--- src/rtl/imem_arb_pkg.sv ---
// Shared types and constants for the instruction-memory arbiter.
package imem_arb_pkg;

  typedef enum logic [1:0] {
    IDLE   = 2'd0,
    BUSY_F = 2'd1,
    BUSY_L = 2'd2
  } arb_state_t;

  typedef enum logic {
    FETCH  = 1'b0,
    LOADER = 1'b1
  } owner_t;

  localparam logic [31:0] NOP_INSTR = 32'h00000013;

endpackage

--- src/rtl/imem_arb_timeout.sv ---
// Loadable countdown timer; expire is high during the last permitted wait cycle.
module imem_arb_timeout #(
  parameter int TIMEOUT = 16
) (
  input  logic clk,
  input  logic reset_n,
  input  logic load,
  input  logic tick,
  input  logic clr,
  output logic expire
);

  localparam int CW = $clog2(TIMEOUT + 1);

  logic [CW-1:0] count;

  always_ff @(posedge clk or negedge reset_n) begin
    if (!reset_n) begin
      count <= '0;
    end else if (load) begin
      count <= CW'(TIMEOUT);
    end else if (clr) begin
      count <= '0;
    end else if (tick && count != '0) begin
      count <= count - 1'b1;
    end
  end

  assign expire = (count == CW'(1));

endmodule

--- src/rtl/imem_arbiter.sv ---
// Instruction-memory port arbiter between IF fetch and loader/debug port.
// Optional fetch starvation guard: define IMEM_ARB_STARVE_GUARD_EN.
module imem_arbiter
  import imem_arb_pkg::*;
#(
  parameter int ADDR_W     = 32,
  parameter int DATA_W     = 32,
  parameter int TIMEOUT    = 16,
  parameter int MAX_CONSEC = 4
) (
  input  logic              clk,
  input  logic              reset_n,
  input  logic              f_req,
  input  logic [ADDR_W-1:0] f_addr,
  output logic [DATA_W-1:0] f_instr,
  output logic              f_valid,
  output logic              f_stall,
  input  logic              l_req,
  input  logic              l_we,
  input  logic [ADDR_W-1:0] l_addr,
  input  logic [DATA_W-1:0] l_wdata,
  output logic [DATA_W-1:0] l_rdata,
  output logic              l_valid,
  output logic              m_req,
  output logic              m_we,
  output logic [ADDR_W-1:0] m_addr,
  output logic [DATA_W-1:0] m_wdata,
  input  logic [DATA_W-1:0] m_rdata,
  input  logic              m_ack,
  output logic              bus_err
);

  if (TIMEOUT < 1) begin : g_bad_timeout
    $error("imem_arbiter: TIMEOUT must be at least 1");
  end
  if (MAX_CONSEC < 1) begin : g_bad_max_consec
    $error("imem_arbiter: MAX_CONSEC must be at least 1");
  end

  arb_state_t state;
  owner_t     owner;
  logic       busy;
  logic       f_cand;
  logic       force_fetch;
  logic       grant_l;
  logic       grant_f;
  logic       expire;

  assign busy    = (state == BUSY_F) || (state == BUSY_L);
  assign owner   = (state == BUSY_L) ? LOADER : FETCH;
  assign f_stall = f_req & ~f_valid;
  // During its valid cycle the held f_req still belongs to the finished fetch.
  assign f_cand  = f_req & ~f_valid;
  assign grant_l = (state == IDLE) & l_req & ~force_fetch;
  assign grant_f = (state == IDLE) & f_cand & ~grant_l;

`ifdef IMEM_ARB_STARVE_GUARD_EN
  localparam int SW = $clog2(MAX_CONSEC + 1);
  logic [SW-1:0] starve_cnt;

  assign force_fetch = f_cand && (starve_cnt >= SW'(MAX_CONSEC));

  always_ff @(posedge clk or negedge reset_n) begin
    if (!reset_n) begin
      starve_cnt <= '0;
    end else if (state == IDLE) begin
      if (grant_f || !f_req) begin
        starve_cnt <= '0;
      end else if (grant_l && starve_cnt < SW'(MAX_CONSEC)) begin
        starve_cnt <= starve_cnt + 1'b1;
      end
    end
  end
`else
  assign force_fetch = 1'b0;
`endif

  imem_arb_timeout #(.TIMEOUT(TIMEOUT)) u_timeout (
    .clk     (clk),
    .reset_n (reset_n),
    .load    (grant_l | grant_f),
    .tick    (busy),
    .clr     (busy & m_ack),
    .expire  (expire)
  );

  always_ff @(posedge clk or negedge reset_n) begin
    if (!reset_n) begin
      state   <= IDLE;
      m_req   <= 1'b0;
      m_we    <= 1'b0;
      m_addr  <= '0;
      m_wdata <= '0;
      f_instr <= '0;
      f_valid <= 1'b0;
      l_rdata <= '0;
      l_valid <= 1'b0;
      bus_err <= 1'b0;
    end else begin
      f_valid <= 1'b0;
      l_valid <= 1'b0;
      bus_err <= 1'b0;
      case (state)
        IDLE: begin
          if (grant_l) begin
            state   <= BUSY_L;
            m_req   <= 1'b1;
            m_we    <= l_we;
            m_addr  <= l_addr;
            m_wdata <= l_wdata;
          end else if (grant_f) begin
            state   <= BUSY_F;
            m_req   <= 1'b1;
            m_we    <= 1'b0;
            m_addr  <= f_addr;
          end
        end
        BUSY_F, BUSY_L: begin
          // Ack takes precedence over a timeout landing on the same cycle.
          if (m_ack) begin
            state <= IDLE;
            m_req <= 1'b0;
            m_we  <= 1'b0;
            if (owner == FETCH) begin
              f_instr <= m_rdata;
              f_valid <= 1'b1;
            end else begin
              if (!m_we) l_rdata <= m_rdata;
              l_valid <= 1'b1;
            end
          end else if (expire) begin
            state   <= IDLE;
            m_req   <= 1'b0;
            m_we    <= 1'b0;
            bus_err <= 1'b1;
            if (owner == FETCH) begin
              f_instr <= DATA_W'(NOP_INSTR);
              f_valid <= 1'b1;
            end else begin
              l_rdata <= '0;
              l_valid <= 1'b1;
            end
          end
        end
        default: state <= IDLE;
      endcase
    end
  end

endmodule

--- config.mk ---
export PLATFORM = sky130hd
export DESIGN_NAME = imem_arbiter
export DESIGN_NICKNAME = d
export VERILOG_FILES = /design/src/rtl/imem_arb_pkg.sv /design/src/rtl/imem_arb_timeout.sv /design/src/rtl/imem_arbiter.sv
export SDC_FILE = /design/constraint.sdc
export NUM_CORES = 1
export LEC_CHECK = 0
export CAP_MARGIN = 10
export CORE_ASPECT_RATIO = 0.5
export CORE_MARGIN = 3
export CORE_UTILIZATION = 45
export CTS_CLUSTER_DIAMETER = 30
export DETAILED_ROUTE_END_ITERATION = 12
export GPL_TIMING_DRIVEN = 0
export PLACE_DENSITY = 0.86
export SLEW_MARGIN = 15
export SYNTH_ARGS = -nofsm -noshare
export SYNTH_HDL_FRONTEND = slang
export SYNTH_SLANG_ARGS = --single-unit
export TNS_END_PERCENT = 100
--- constraint.sdc ---
create_clock -name clk -period 2.92 [get_ports clk]
set_clock_uncertainty 0.1 [all_clocks]
set_input_delay 0.438 -clock clk [delete_from_list [all_inputs] [get_ports clk]]
set_output_delay 0.438 -clock clk [all_outputs]
set_load 0.05 [all_outputs]
==> impl_metrics.yaml, run 1 <==
detailed_routing:
  drt.antenna.violating_nets: 0
  drt-initial-drc-count: 171
  detailroute.via_count: 4636
  drt_pass1_iterations: 5
  vias_per_cell: 5.02
  drt_drc_violations_left: 0
  detail_route.wl_per_cell_um: 18.1
  postRouteWirelength_um: 16700
flow_run:
  cap_violations: 0
clocking:
  clock_sink_count: 140
  tritoncts_clock_tree: "built"
  clock_path_buffers: 2
  cts_made_buffers: 17
  clk_pin_slew_worst_paths_ns: 0.06
  cts-resized-gates: 0
  cts.root.buffer_cell: "clkbuf_16"
  ctsHtreeMaxLevel: 4
  clock_insertion_delay_worst_skew_ns: 0.41
final_layout:
  antennaDiodeCount: 0
  final_core_util_pct: 73.9
  area.growth.synth_to_final_pct: 58.6
  finish.instance_area_um2: 9490
  seq_area_um2: 3500
  n_fill_cell: 878
  multi_input_logic_area_um2: 2180
  post_route_cells_drive_above_1_share_pct: 20.0
  fin_nets: 879
global_routing:
  grt.met1_usage_pct: 25.8
  use_met3_pct: 4.28
  grt_usage_pct: 22.0
  grt_max_degree: 83
  grt_first_pass_wirelength_um: 25700
  globalRouteOverflowTotal: 0
  first_global_vias: 4989
  busiest_layer: "met2"
  met2_routing_resource_usage_after_global_routing_pct: 41.3
  grt_antenna_before_repair: 0
power_and_ir_drop:
  cellPowerDensity_nw_per_um2: 1340
  p_leak_nw: 4.08
  report.power.total_mw: 12.8
  vdd_drop_max_mv: 0.763
synthesis:
  postSynthAreaPerCell_um2: 13.2
  number_of_synthesized_flops_with_an_enable_pin: 0
  synthFlopType: "dfrtp_1"
  mappedNetlistArea_um2: 5990
  post_synth_inst_count: 453
  seq_area_frac_synth_pct: 58.5
  share_of_the_synthesized_area_in_the_top_cell_type_pct: 58.5
  synth_async_sr_flop_share_pct: 100
  yosys_warnings: 0
  synth_cell_type_count: 37
  yosys-top-cells-count: "dfrtp_1, mux2_2, inv_1"
  synth-seq-cells: 140
  synth_largest_area_cell: "dfrtp_1"
  synth_most_common_cell: "dfrtp_1"
  post_synthesis_net_count: 591
  yosys-top-cells-area: "dfrtp_1, mux2_2, mux2i_1"
timing:
  slew-limit-headroom_pct: 59.9
  hold-worst-slack_ns: 0.403
  layout_setup_ws_ns: 0.378
  finalSetupViolCount: 0
  rsz0062_at_grt: "no"
  min_period_ns: 2.54
  hold_viol_final: 0
  post-route-period-util_pct: 87.0
  tightest_slew_ns: 0.602
  slew_violations: 0
  maxClockFrequency_ghz: 0.393
place:
  place_area_um2: 8900
  pre_cts_setup_slack_ns: 0.309
  hpwl_dp_um: 12300
  place.gp.congestion: 0.763
  portbufs: 267
min_path:
  min-delay-path-class: "reg -> reg"
floorplan:
  floorplan.die.width_um: 169
  ios: 268
  fp.dieArea_um2: 14800
  coreArea_um2: 12800
  initial_core_util_pct: 46.6
  placementRows: 29
  floorplan.die.height_um: 87.6
setup_path:
  timing.critical_path.fanout_max: 7
  cp_data_arrival_time_ns: 2.00
  worst_setup_path_start_kind: "input pin"
  setup.worst_path.end_class: "output pin"
  critical_path_required_ns: 2.38
  worst-setup-path-type: "in -> out"
outcome:
  outcome: "finished clean"
-- metal layers --
metal  part of all wire (%)  up-vias
met2                     53      144
met1                     40     2326
li1                       -     2143
met4                    1.9        0
met5                      0        -
met3                    5.0       23
-- worst max-delay path, stage by stage --
cell,delay [ns]
clkdlybuf4s50_1,0.45
and2b_1,0.26
clkdlybuf4s50_1,0.86
-- power breakdown --
part	internal (mW)	switching (mW)
Clock	1.20	0.915
Combinational	2.73	4.57
Sequential	2.84	0.492
-- what timing repair did --
action,CTS,global route
hold buffers,1,0
endpoints found under the setup margin,0,0
endpoints found under the hold margin,58,0
buffers inserted,0,0
-- layout by cell type (no fill, tap or decap), types with 3 or more instances in the layout --
master             n
mux2i_1           32
nor2_1             6
buf_6              3
inv_1             42
o21ai_0            6
dfrtp_1          140
ha_1               4
clkinv_4           4
a21oi_1            4
inv_8              3
a21o_1             3
mux2_2            96
clkbuf_1           7
clkdlybuf4s50_1  266
a211oi_1           3
inv_6              4
buf_2             15
clkbuf_16         17
nand2_1           34
a22o_1            30
-- metrics by stage --
step,instances,TNS (ns)
2_1_floorplan,453,0
3_3_place_gp,890,-595.66
3_5_place_dp,891,0
4_1_cts,924,0
5_1_grt,924,0
6_report,924,0
-- worst paths after layout --
check | from | to | slack, ns | cells past startpoint
min in group asynchronous | reset_n | f_instr[12]$_DFFE_PN0P_ | 0.43 | 2
worst min register to register | m_wdata[0]$_DFFE_PN0P_ | m_wdata[0]$_DFFE_PN0P_ | 0.40 | 1
worst max-delay path | f_req | f_stall | 0.38 | 3
worst max register to register | state[1]$_DFFE_PN0P_ | m_wdata[30]$_DFFE_PN0P_ | 0.62 | 7
worst min-delay path | m_wdata[0]$_DFFE_PN0P_ | m_wdata[0]$_DFFE_PN0P_ | 0.40 | 1
max in group asynchronous | reset_n | m_addr[24]$_DFFE_PN0P_ | 1.52 | 3
-- logic make-up after synthesis --
logic type	share of synthesized area (%)
compound gates	7.25
simple gates	4.95
fa+ha+maj	0.836
buf+inv	5.02
mux	23.4
flops	58.5
-- final cells by class --
class | count | area share, %
Inverter | 42 | 1.66
Sequential cell | 140 | 36.9
Timing Repair Buffer | 269 | 28.6
Clock inverter | 15 | 1.62
Clock buffer | 17 | 4.48
Multi-Input combinational cell | 245 | 23.0
Tap cell | 170 | 2.24
Buffer | 26 | 1.50
-- registers in the layout (all words and copies together), names as in the netlist --
| register | flops |
|---|---|
| bus_err | 1 |
| m_wdata | 32 |
| m_req | 1 |
| f_instr | 32 |
| f_valid | 1 |
| m_we | 1 |
| m_addr | 32 |
| l_valid | 1 |
| state | 2 |
| l_rdata | 32 |
| u_timeout.count | 5 |
No activity file was read; power rests on OpenSTA's default activity.
==> run 2, diff against run 1 <==
CORE_UTILIZATION = 47   (was 45)
CTS_BUF_LIST = sky130_fd_sc_hd__clkbuf_4 sky130_fd_sc_hd__clkbuf_8   (was unset)
PLACE_DENSITY = 0.89   (was 0.86)
TNS_END_PERCENT = 5   (was 100)
==> run 2 against run 1 <==
First-iteration DRC count up 14%. Critical path type unchanged. Combinational power about the same. Sequential share of layout area up 0.59 points.
==> impl_metrics.yaml, run 2 (synthesized netlist as in run 1, its figures left out) <==
outcome:
  outcome: "finished clean"
setup_path:
  critical_path_required_ns: 2.38
  critical_path.cell_chain: "clkdlybuf4s50_1 -> and2b_1 -> clkdlybuf4s50_1"
  cp_common_cell: "clkdlybuf4s50_1"
  critical-path-top-delay-family: "buffers and inverters"
  worst_setup_path_start_kind: "input pin"
  worst-setup-path-type: "in -> out"
  cp_data_arrival_time_ns: 2.00
  timing.critical_path.fanout_max: 7
  critical_path.slowest_cell: "clkdlybuf4s50_1"
  critical_path_buffer_and_inverter_count: 2
  worstReg2RegStart: "state[1]$_DFFE_PN0P_"
  setup.worst_path.end_class: "output pin"
  crit_path_max_incr_delay_ns: 0.85
  setup.worst_path.start: "f_req"
timing:
  hold_viol_final: 0
  slew-limit-headroom_pct: 61.1
  slew_violations: 0
  tightest_slew_ns: 0.584
  post-route-period-util_pct: 87.0
  min_period_ns: 2.54
  finalSetupViolCount: 0
  maxClockFrequency_ghz: 0.393
  rsz0062_at_grt: "no"
power_and_ir_drop:
  power.clock.fraction_pct: 13.9
  int_power_mw: 6.47
  report.power.total_mw: 12.4
  vdd_drop_max_mv: 0.776
  p_comb_share_pct: 59.1
  p_leak_nw: 4.01
  power_switching_mw: 5.91
  cellPowerDensity_nw_per_um2: 1330
  power.share.sequential_pct: 27.0
  netSwitchingFraction_pct: 47.7
final_layout:
  final_cell_mix: "clkdlybuf4s50_1, dfrtp_1, mux2_2, inv_1, nand2_1"
  area.growth.synth_to_final_pct: 56.1
  layout_commonest_cell: "clkdlybuf4s50_1"
  post_route_cells_drive_above_1_share_pct: 20.0
  fin_nets: 879
  final_core_util_pct: 77.1
  antennaDiodeCount: 0
  finish.cell_count_without_fillers: 919
min_path:
  min-delay-path-class: "in -> async"
floorplan:
  ios: 268
  fp.dieArea_um2: 14200
  floorplan.die.width_um: 166
  placementRows: 28
  coreArea_um2: 12100
  initial_core_util_pct: 49.4
  floorplan.die.height_um: 85.8
place:
  dp.cells: 886
  place.gp.congestion: 0.757
  hpwl_dp_um: 12500
  portbufs: 267
clocking:
  clock_path_buffers: 2
  cts_made_buffers: 17
  cts.root.buffer_cell: "clkbuf_8"
  clock_insertion_delay_worst_skew_ns: 0.42
  cts-resized-gates: 0
  ctsHtreeMaxLevel: 4
  clock_sink_count: 140
  tritoncts_clock_tree: "built"
  clk_pin_slew_worst_paths_ns: 0.08
detailed_routing:
  detail_route.wl_per_cell_um: 18.5
  postRouteWirelength_um: 17000
  drt_drc_violations_left: 0
  vias_per_cell: 5.13
  drt-initial-drc-count: 195
  drt_pass1_iterations: 8
  drt.antenna.violating_nets: 0
  detailroute.via_count: 4710
global_routing:
  grt_max_degree: 85
  grt_usage_pct: 24.6
  first_global_vias: 5216
  grt_first_pass_wirelength_um: 27100
  grt_antenna_before_repair: 0
  globalRouteOverflowTotal: 0
flow_run:
  cap_violations: 0
## run 2: power groups by stage
stage / sequential [mW] / clock (mW) / combinational (mW)
after floorplan: 6.32 / 0 / 1.82
after global placement: 3.31 / 0 / 7.20
after detailed placement: 3.35 / 0 / 7.34
after CTS: 3.34 / 1.75 / 7.38
after global routing: 3.46 / 1.84 / 7.64
final: 3.34 / 1.72 / 7.32
## run 2: metal layers
metal  wire, um  vias up  part of all wire, %  GRT usage, %
met3       1030       31                  6.0          5.35
met1       6420     2368                   38          28.0
met5          0        -                    0             0
met4        333        0                  2.0          7.70
met2       9240      163                   54          46.4
li1           -     2148                    -             -
## run 2: worst register-to-register path: stages (launching register included)
cell     delay [ns]
dfrtp_1        0.38
inv_1          0.06
ha_1           0.26
nand2_1        0.13
buf_2          0.28
buf_2          0.32
buf_2          0.31
mux2_2         0.38
## run 2: final cells by class
class | count | area, um^2
tap | 165 | 206
clock inverter | 13 | 181
sequential | 140 | 3500
inverter | 42 | 158
buffer | 26 | 143
fill | 815 | 2780
clock buffer | 19 | 255
timing repair buffer | 269 | 2720
multi-input combinational | 245 | 2180
## run 2: final timing paths
kind	slack, ns	cells after the start	end
max	0.38	3	f_stall
min	0.41	2	l_rdata[10]$_DFFE_PN0P_
max reg2reg	0.59	7	m_wdata[25]$_DFFE_PN0P_
min reg2reg	0.41	1	m_wdata[21]$_DFFE_PN0P_
max in group asynchronous	1.56	3	m_addr[7]$_DFFE_PN0P_
min in group clk	0.41	1	m_wdata[21]$_DFFE_PN0P_
## run 2: what timing repair did
action	in CTS	in global routing
buffers inserted	0	0
endpoints found under the setup margin	0	0
hold endpoints to repair	56	0
hold buffers	1	0
## run 2: metrics by stage
step                setup slack [ns]  hold WS, ns  setup TNS (ns)  cell area [um^2]
CTS                            0.367        0.410               0              9340
finish                         0.379        0.409               0              9340
global placement               -4.20        0.386         -587.49              8860
floorplan                      0.611       0.0424               0              5990
detailed placement             0.287        0.299               0              8900
global route                   0.302        0.429               0              9340
